**src/rtl/bus_pkg.sv**
```systemverilog
// Shared types and constants for the tagged memory bus sequencer.
package bus_pkg;

  localparam int unsigned AD_W   = 64;
  localparam int unsigned TAG_W  = 8;
  localparam int unsigned AW_DEF = 20;

  typedef enum logic [2:0] {
    StIdle,
    StAddr,
    StWr,
    StRd,
    StCap
  } state_e;

  // Keeps only the low aw bits of a word address widened onto the AD bus.
  function automatic logic [AD_W-1:0] zext_addr(input logic [AD_W-1:0] addr,
                                                input int unsigned    aw);
    logic [AD_W-1:0] mask;
    mask = (aw >= AD_W) ? '1 : ((AD_W'(1) << aw) - AD_W'(1));
    return addr & mask;
  endfunction

endpackage

```
**src/rtl/rr_arbiter.sv**
```systemverilog
// Combinational round-robin pick: search starts one past the previous winner.
module rr_arbiter #(
  parameter int unsigned NREQ = 2,
  parameter int unsigned IW   = $clog2(NREQ)
) (
  input  logic [NREQ-1:0] i_req,
  input  logic [IW-1:0]   i_last_grant,
  output logic            o_any,
  output logic [IW-1:0]   o_grant
);

  logic [IW-1:0] w_idx;

  // Walk the ring backwards so the nearest requester after last_grant is written last.
  always_comb begin
    o_any   = |i_req;
    o_grant = '0;
    w_idx   = '0;
    for (int unsigned i = NREQ; i >= 1; i--) begin
      w_idx = IW'((32'(i_last_grant) + i) % NREQ);
      if (i_req[w_idx]) begin
        o_grant = w_idx;
      end
    end
  end

endmodule

```
**src/rtl/bus_arbiter.sv**
```systemverilog
// Sequencer and round-robin arbiter driving the multiplexed tagged memory bus.
module bus_arbiter
  import bus_pkg::*;
#(
  parameter int unsigned NREQ    = 2,
  parameter int unsigned AW      = AW_DEF,
  parameter int unsigned RD_WAIT = 0
) (
  input  logic                       clk,
  input  logic                       reset,
  input  logic [NREQ-1:0]            m_req,
  input  logic [NREQ-1:0]            m_we,
  input  logic [NREQ-1:0][AW-1:0]    m_addr,
  input  logic [NREQ-1:0][AD_W-1:0]  m_wdata,
  input  logic [NREQ-1:0][TAG_W-1:0] m_wtag,
  output logic [NREQ-1:0]            m_ack,
  output logic [AD_W-1:0]            m_rdata,
  output logic [TAG_W-1:0]           m_rtag,
  input  logic [AD_W-1:0]            i_data,
  input  logic [TAG_W-1:0]           i_tag,
  output logic [AD_W-1:0]            o_ad,
  output logic [TAG_W-1:0]           o_tag,
  output logic                       o_astb,
  output logic                       o_rd,
  output logic                       o_wr
);

  localparam int unsigned IW = $clog2(NREQ);
  localparam int unsigned CW = 4;

  state_e           r_state;
  state_e           w_state_next;
  logic [CW-1:0]    r_cnt;
  logic [IW-1:0]    r_last;
  logic [IW-1:0]    r_idx;
  logic             r_we;
  logic [AW-1:0]    r_addr;
  logic [AD_W-1:0]  r_wdata;
  logic [TAG_W-1:0] r_wtag;

  logic             w_any;
  logic [IW-1:0]    w_grant;
  logic             w_fire;

  rr_arbiter #(
    .NREQ (NREQ),
    .IW   (IW)
  ) u_rr (
    .i_req        (m_req),
    .i_last_grant (r_last),
    .o_any        (w_any),
    .o_grant      (w_grant)
  );

  assign w_fire = (r_state == StIdle) && w_any;

  always_ff @(posedge clk or negedge reset) begin
    if (!reset) begin
      r_state <= StIdle;
    end else begin
      r_state <= w_state_next;
    end
  end

  always_comb begin
    w_state_next = r_state;
    unique case (r_state)
      StIdle:  if (w_any) w_state_next = StAddr;
      StAddr:  w_state_next = r_we ? StWr : StRd;
      StWr:    w_state_next = StIdle;
      StRd:    if (r_cnt == '0) w_state_next = StCap;
      StCap:   w_state_next = StIdle;
      default: w_state_next = StIdle;
    endcase
  end

  // Requester inputs are captured once, at the grant edge, and ignored afterwards.
  always_ff @(posedge clk or negedge reset) begin
    if (!reset) begin
      r_idx   <= '0;
      r_last  <= IW'(NREQ - 1);
      r_we    <= 1'b0;
      r_addr  <= '0;
      r_wdata <= '0;
      r_wtag  <= '0;
    end else if (w_fire) begin
      r_idx   <= w_grant;
      r_last  <= w_grant;
      r_we    <= m_we[w_grant];
      r_addr  <= m_addr[w_grant];
      r_wdata <= m_wdata[w_grant];
      r_wtag  <= m_wtag[w_grant];
    end
  end

  // Loaded on the way into RD so the read phase lasts 1+RD_WAIT cycles.
  always_ff @(posedge clk or negedge reset) begin
    if (!reset) begin
      r_cnt <= '0;
    end else if ((r_state == StAddr) && !r_we) begin
      r_cnt <= CW'(RD_WAIT);
    end else if ((r_state == StRd) && (r_cnt != '0)) begin
      r_cnt <= r_cnt - CW'(1);
    end
  end

  always_comb begin
    o_ad    = '0;
    o_tag   = '0;
    o_astb  = 1'b0;
    o_rd    = 1'b0;
    o_wr    = 1'b0;
    m_ack   = '0;
    m_rdata = '0;
    m_rtag  = '0;
    unique case (r_state)
      StAddr: begin
        o_astb = 1'b1;
        o_ad   = zext_addr(AD_W'(r_addr), AW);
      end
      StWr: begin
        o_wr         = 1'b1;
        o_ad         = r_wdata;
        o_tag        = r_wtag;
        m_ack[r_idx] = 1'b1;
      end
      StRd: begin
        o_rd = 1'b1;
      end
      StCap: begin
        m_ack[r_idx] = 1'b1;
        m_rdata      = i_data;
        m_rtag       = i_tag;
      end
      default: ;
    endcase
  end

endmodule

```
**config.mk**
```make
export PLATFORM = sky130hd
export DESIGN_NAME = bus_arbiter
export DESIGN_NICKNAME = d
export VERILOG_FILES = /design/src/rtl/bus_pkg.sv /design/src/rtl/rr_arbiter.sv /design/src/rtl/bus_arbiter.sv
export SDC_FILE = /design/constraint.sdc
export NUM_CORES = 1
export LEC_CHECK = 0
export CORE_AREA = 3 3 160 162
export CTS_BUF_LIST = sky130_fd_sc_hd__clkbuf_4 sky130_fd_sc_hd__clkbuf_8 sky130_fd_sc_hd__clkbuf_16
export DETAILED_ROUTE_END_ITERATION = 8
export DIE_AREA = 0 0 163 165
export PLACE_DENSITY = 0.7
export SLEW_MARGIN = 30
export SYNTH_ARGS = -nofsm -noshare
export SYNTH_HDL_FRONTEND = slang
export SYNTH_SLANG_ARGS = --single-unit
export TNS_END_PERCENT = 1
```
**constraint.sdc**
```tcl
create_clock -name clk -period 2.2 [get_ports clk]
set_clock_uncertainty 0.1 [all_clocks]
set_input_delay 0.44 -clock clk [delete_from_list [all_inputs] [get_ports clk]]
set_output_delay 0.44 -clock clk [all_outputs]
set_load 0.01 [all_outputs]
```
==> impl_metrics.toml, run 1 <==
[outcome]
outcome = "finished, violations left"
violations = "negative setup slack"

[cells_and_area]
syn_to_final_growth_pct = 71.7
diodes = 0
fin_nets = 1308
drive_gt1_share_pct = 29.7

[power_and_ir_drop]
ir_worst_vdd_mv = 0.550
p_sw_share_pct = 36.7
leakage_nw = 5.34
clockPowerShare_pct = 12.3
intPower_mw = 7.92
pwr-share-seq_pct = 27.2
pwr-share-comb_pct = 60.4
power.switching_mw = 4.60
p_per_area_nw_per_um2 = 1070

[detailed_routing]
via_count = 6299
via_per_inst = 4.59
antenna_left = 0
routed_wl_mm = 25.8
wl_per_cell_um = 18.8
drc_errors = 0
drtIter0Drc = 314
first_pass_iters = 6

[global_route]
grt_first_pass_wirelength_mm = 37.2
antenna_found_initial = 1
overflow = 0
grt_pass1_vias = 6394
grt_max_degree = 103
grtUsageTotal_pct = 17.8

[logic_synthesis]
synthAdderAreaFrac_pct = 0.368
yosysUniqueCellTypes = 33
yosys_warnings = 0
synth_xor_area_share_pct = 0
yosysSeqAreaShare_pct = 37.6
yosys.area_share.simple_pct = 22.2
syn_nets = 892
ys_ff_latch = 102
synth.area.mux_share_pct = 13.7
postSynthAreaPerCell_um2 = 10.8
syn_inst = 628
synth-compound-area-share_pct = 21.3
synth_top_family_by_area = "simple AND/OR/NAND/NOR gates"
syn_area_um2 = 6800

[cts]
cts_inserted_buffers = 9
htreeDepth = 3
cts_tree = "done"
clkLatencyLatePin_ps = 350
cts_hold_buf = 0
clock_path_buffers = 2
clkTransAtPathRegs_ps = 70
cts_num_sinks = 102
root_buffer = "clkbuf_16"

[hold_path]
holdCritPathClass = "input port to asynchronous set/reset pin"

[setup_path]
r2r-end = "r_addr[4]"
critPathCapture = "m_rdata[18]"
crit_path_end_kind = "primary output"
start_kind = "flip-flop"
timing.rr.start = "r_state[1]"
required_ps = 1660
arrival_ps = 1740
cp-startpoint = "r_state[1]"
cp_max_fo = 18
critical_path_class = "flip-flop to primary output"
reg2reg_depth = 7
r2r_slack_ps = 110

[die]
die_y_um = 165
dieArea_um2 = 26900
rows = 57
pin_count = 411
die_x_um = 163
initial_utilization_pct = 28.0
coreArea_um2 = 24200

[timing]
clock.fmax_mhz = 438
setup_ws_ps = -84.7
rsz0062_at_grt = "true"
fin_crit_sh_pct = 104
final-setup-viol-count = 133
finalCriticalPeriod_ps = 2280
drv_slew = 0
hold_violations = 0
worst_slew_pin_slew_ps = 572
slew_headroom_pct = 61.9
finalSetupTns_ps = -5740

[place]
hpwlAfterDp_mm = 19.1
pre_cts_ws_ps = -187
place_congestion = 0.775
io_buffers = 410

[run]
drv_cap = 0
flip-flops by register name, indices dropped and copies added (netlist names):
register  flops
r_last        1
r_we          1
r_cnt         4
r_addr       20
r_state       3
r_idx         1
r_wdata      64
r_wtag        8
cells by family (layout without fill, tap and decap cells):
logic type,after synthesis,after routing
AOI/OAI and AO/OA,127,127
adders and majority gates,2,2
buffers and inverters,65,485
DFF,102,102
muxes,93,93
and+or+nand+nor,239,239
critical path: stages, from the launching register on:
cell	delay, ps
dfrtp_2	460
nor3b_4	220
buf_6	150
buf_8	130
clkbuf_16	170
and2_1	130
buf_2	130
Yosys cell counts, drive strengths merged:
master   count  area share [%]
and2       124              11
dfrtp      101              37
a2bb2oi     94              18
mux2i       93              14
nand2b      93             8.6
buf         32             3.1
clkbuf      28             1.5
a22o        20             2.6
nor2         7            0.50
a21oi        5            0.37
inv          5            0.28
nor3b        4            0.52
o21ai        3            0.22
a211oi       2            0.22
ha           2            0.37
nor2b        2            0.18
or3          2            0.26
or4          2            0.22
a21bo        1            0.15
a31oi        1           0.092
dfstp        1            0.39
nand3        1           0.074
nand3b       1            0.11
nor3         1            0.15
o22ai        1           0.092
or2          1           0.092
or3b         1            0.13
routing by layer:
metal	GRT usage, %	vias up	routed length, µm
met5	0	-	15
met4	3.81	2	359
met3	5.37	25	2020
met2	30.6	248	12700
met1	22.0	2991	10700
li1	-	3033	-
cells in the final DEF, fill, tap and decap left out, types with 5 or more instances in the layout:
cell type	count
and2_4	19
and2_1	105
nand2b_1	93
inv_1	5
a22o_1	20
buf_2	104
buf_4	30
a2bb2oi_2	59
buf_6	43
dfrtp_1	98
a2bb2oi_1	35
mux2i_1	93
nor2_1	6
a21oi_1	5
clkbuf_16	12
buf_12	20
clkdlybuf4s50_1	259
power by group through the flow:
stage / sequential, mW / combinational (mW) / clock, mW
detailed placement: 3.42 / 7.46 / 0
global route: 3.50 / 8.12 / 1.67
finish: 3.41 / 7.57 / 1.54
global placement: 3.42 / 7.37 / 0
CTS: 3.41 / 7.42 / 1.62
floorplan: 3.18 / 4.37 / 0
worst min-delay path by stage:
stage | from | end | slack [ps]
6_report | reset | r_wdata[1] | 60
5_1_grt | reset | r_addr[5] | 100
4_1_cts | reset | r_wdata[8] | 80
3_5_place_dp | r_wtag[3] | r_wtag[3] | 410
3_3_place_gp | r_wtag[4] | r_wtag[4] | 400
2_1_floorplan | reset | r_addr[0] | 40
metrics by stage:
step | instance area [µm²] | hold WS, ps | instances | util (%) | total power, mW
after detailed placement | 11500 | 409 | 1336 | 47.4 | 10.9
after global routing | 11700 | 97.6 | 1372 | 48.1 | 13.3
after global placement | 11500 | 398 | 1336 | 47.4 | 10.8
after floorplan | 6800 | 44.4 | 628 | - | 7.55
final | 11700 | 64.0 | 1372 | 48.1 | 12.5
after CTS | 11600 | 79.2 | 1368 | 47.8 | 12.4
repair_timing:
item                                    in CTS  in global routing
resized for setup                          595                 90
buffers inserted                            14                  3
endpoints found under the setup margin     149                139
pin swaps                                   17                 24
cloned                                       3                  3
cell type report:
| type | count | area (µm²) |
|---|---|---|
| Inverter | 5 | 18.8 |
| Clock buffer | 10 | 239 |
| Clock inverter | 5 | 41.3 |
| Multi-Input combinational cell | 461 | 4000 |
| Sequential cell | 102 | 2560 |
| Timing Repair Buffer | 465 | 4410 |
| Fill cell | 2326 | 12600 |
| Tap cell | 324 | 405 |
Power figures use the tool's default switching activity.
==> run 2: changes to the inputs <==
Settings changed: ABC_AREA set to 1, CORE_AREA 3 3 160 162 to 3 3 157 159, DIE_AREA 0 0 163 165 to 0 0 160 162.
==> impl_metrics.toml, run 2 <==
[logic_synthesis]
synth_top_area_cell = "dfrtp_1"
yosysUniqueCellTypes = 23
ys_async_sr_fraction_pct = 100
synth_top_cell_area_share_pct = 39.5
ys_top_cells_by_count = "nand2_1, inv_1, nor2_1, dfrtp_1, o21ai_1"
synthFlopType = "dfrtp_1"
yosysSeqAreaShare_pct = 39.9
syn_area_um2 = 6400
synth_most_common_cell = "nand2_1"
syn_inst = 993
synthTopCellsByArea = "dfrtp_1, nand2_1, inv_1"
yosys_warnings = 0
syn_nets = 1257
postSynthAreaPerCell_um2 = 6.45
synth_edf_count = 0
ys_ff_latch = 102

[cts]
cts_inserted_buffers = 9
clock_path_buffers = 2
cts_tree = "done"
root_buffer = "clkbuf_16"
clkLatencyLatePin_ps = 350
htreeDepth = 3
cts_num_sinks = 102
clkTransAtPathRegs_ps = 80

[timing]
worst_slew_pin_slew_ps = 627
finalSetupTns_ps = -62.7
final-setup-viol-count = 2
slew_headroom_pct = 58.2
rsz0062_at_grt = "true"
hold_ws_ps = 419
clock.fmax_mhz = 443
hold_violations = 0
drv_slew = 0
finalCriticalPeriod_ps = 2260
setup_ws_ps = -59.6
fin_crit_sh_pct = 103

[setup_path]
critPathTopFamily = "buffers and inverters"
start_kind = "flip-flop"
crit_buf_inv = 3
r2r_slack_ps = 330
crit_chain = "buf_4 > nand3_4 > buf_12 > o22ai_2 > clkdlybuf4s15_2"
crit_path_end_kind = "primary output"
critical-path-max-stage-delay_ps = 410
critical_path_class = "flip-flop to primary output"
slowest_stage = "dfrtp_1"
arrival_ps = 1720
cp_max_fo = 43
required_ps = 1660

[power_and_ir_drop]
intPower_mw = 5.80
p_per_area_nw_per_um2 = 924
ir_worst_vdd_mv = 0.495
p_sw_share_pct = 42.1
leakage_nw = 5.84
pwr-share-comb_pct = 54.4
pwr-share-seq_pct = 29.7
power.switching_mw = 4.22
clockPowerShare_pct = 15.9

[die]
die_y_um = 162
pin_count = 411
rows = 56
coreArea_um2 = 23400
dieArea_um2 = 25900
die_x_um = 160
initial_utilization_pct = 27.4

[cells_and_area]
regMostFlops = "r_wdata"
layout_common_cells = "nand2_1, clkdlybuf4s50_1, inv_1, nor2_1, dfrtp_1"
largest_reg_flops = 64
utilization_pct = 46.4
fin_area_um2 = 10900
reg_top3 = "r_wdata: 64 flops, r_addr: 20 flops, r_wtag: 8 flops"
instances_no_fill = 1705
fill_cells = 2460
fin_nets = 1645
drive_gt1_share_pct = 12.7
layout_commonest_cell = "nand2_1"
syn_to_final_growth_pct = 69.5
diodes = 0

[detailed_routing]
drtIter0Drc = 397
via_count = 7232
wl_per_cell_um = 14.4
via_per_inst = 4.24
first_pass_iters = 4
routed_wl_mm = 24.5
drc_errors = 0
antenna_left = 0

[global_route]
antenna_found_initial = 0
overflow = 0
grt_max_degree = 64
grtUsageTotal_pct = 18.0
grt_pass1_vias = 6849
grt_first_pass_wirelength_mm = 37.2

[place]
place_congestion = 0.885
io_buffers = 410
placed_cells = 1686
hpwlAfterDp_mm = 18.9
dpl-instance-area_um2 = 10800

[run]
drv_cap = 0

[outcome]
outcome = "finished, violations left"
violations = "negative setup slack"

[hold_path]
holdCritPathClass = "input port to asynchronous set/reset pin"
[run 2: cell types whose count changed after synthesis, sizes merged, moves of 94 or more]
cell	change
and2	-124
nor2	+122
inv	+177
nand2	+391
a2bb2oi	-94
[run 2: power groups by stage]
stage	Sequential, mW	Combinational (mW)	Clock [mW]
after floorplan	2.94	3.46	0
after global placement	2.98	5.74	0
after detailed placement	3.01	5.84	0
after CTS	2.98	5.67	1.65
after global routing	3.06	6.09	1.71
final	2.98	5.45	1.59
[run 2: cell type report]
class	instances	area, µm²	area share, %
inverter	182	683	6.30
tap	319	399	3.68
timing repair buffer	435	4050	37.3
multi-input combinational	651	2870	26.5
sequential	102	2550	23.5
clock buffer	10	239	2.20
clock inverter	6	55.1	0.507
[run 2: kinds of logic after synthesis]
group,synth area share [%]
buf+inv,16.1
xor+xnor,0.137
simple gates,31.2
fa+ha+maj,0.391
compound gates,12.3
flops,39.9
[run 2: worst register-to-register path, stage by stage (launching register included)]
cell and delay, ps:
dfstp_2 580, nand2_1 110, nand2_4 90, buf_4 520
nand2_1 180, nand2_1 120, nand2_1 70, o21ai_2 60
[run 2: what timing repair did]
action | 4_1_cts | 5_1_grt
endpoints found under the hold margin | 20 | 0
endpoints found under the setup margin | 149 | 145
resized for setup | 250 | 128
pin swaps | 0 | 0
hold buffers | 1 | 0
cloned | 1 | 0
setup buffers | 1 | 0
[run 2: path summary, 6_finish.rpt]
check,start,to,depth (start not counted)
max in group asynchronous,reset,r_addr[14],3
min in group clk,r_wdata[0],r_wdata[0],2
worst min-delay path,reset,r_wdata[52],2
worst max register to register,r_last,r_wdata[58],7
worst min register to register,r_wdata[0],r_wdata[0],2
worst max-delay path,r_state[1],o_ad[17],5
[run 2: metrics by stage]
stage / total power [mW] / setup slack [ps]
after floorplan: 6.40 / 539
after global placement: 8.73 / -13.7
after detailed placement: 8.85 / -12.1
after CTS: 10.3 / -259
after global routing: 10.9 / -117
final: 10.0 / -59.6
[run 2: per-layer routing]
| metal | vias up | routed length [µm] | GRT usage [%] | part of all wire [%] |
|---|---|---|---|---|
| li1 | 3699 | - | - | - |
| met1 | 3242 | 9860 | 21.2 | 40 |
| met2 | 260 | 12300 | 32.0 | 50 |
| met3 | 31 | 1690 | 4.31 | 6.9 |
| met4 | 0 | 696 | 6.59 | 2.8 |
| met5 | - | 0 | 0 | 0 |
==> run 3: changes to the inputs <==
Settings changed: CAP_MARGIN set to 30.
==> results of run 3 <==
No change in the layout: final DEF, timing and power equal those of run 2.
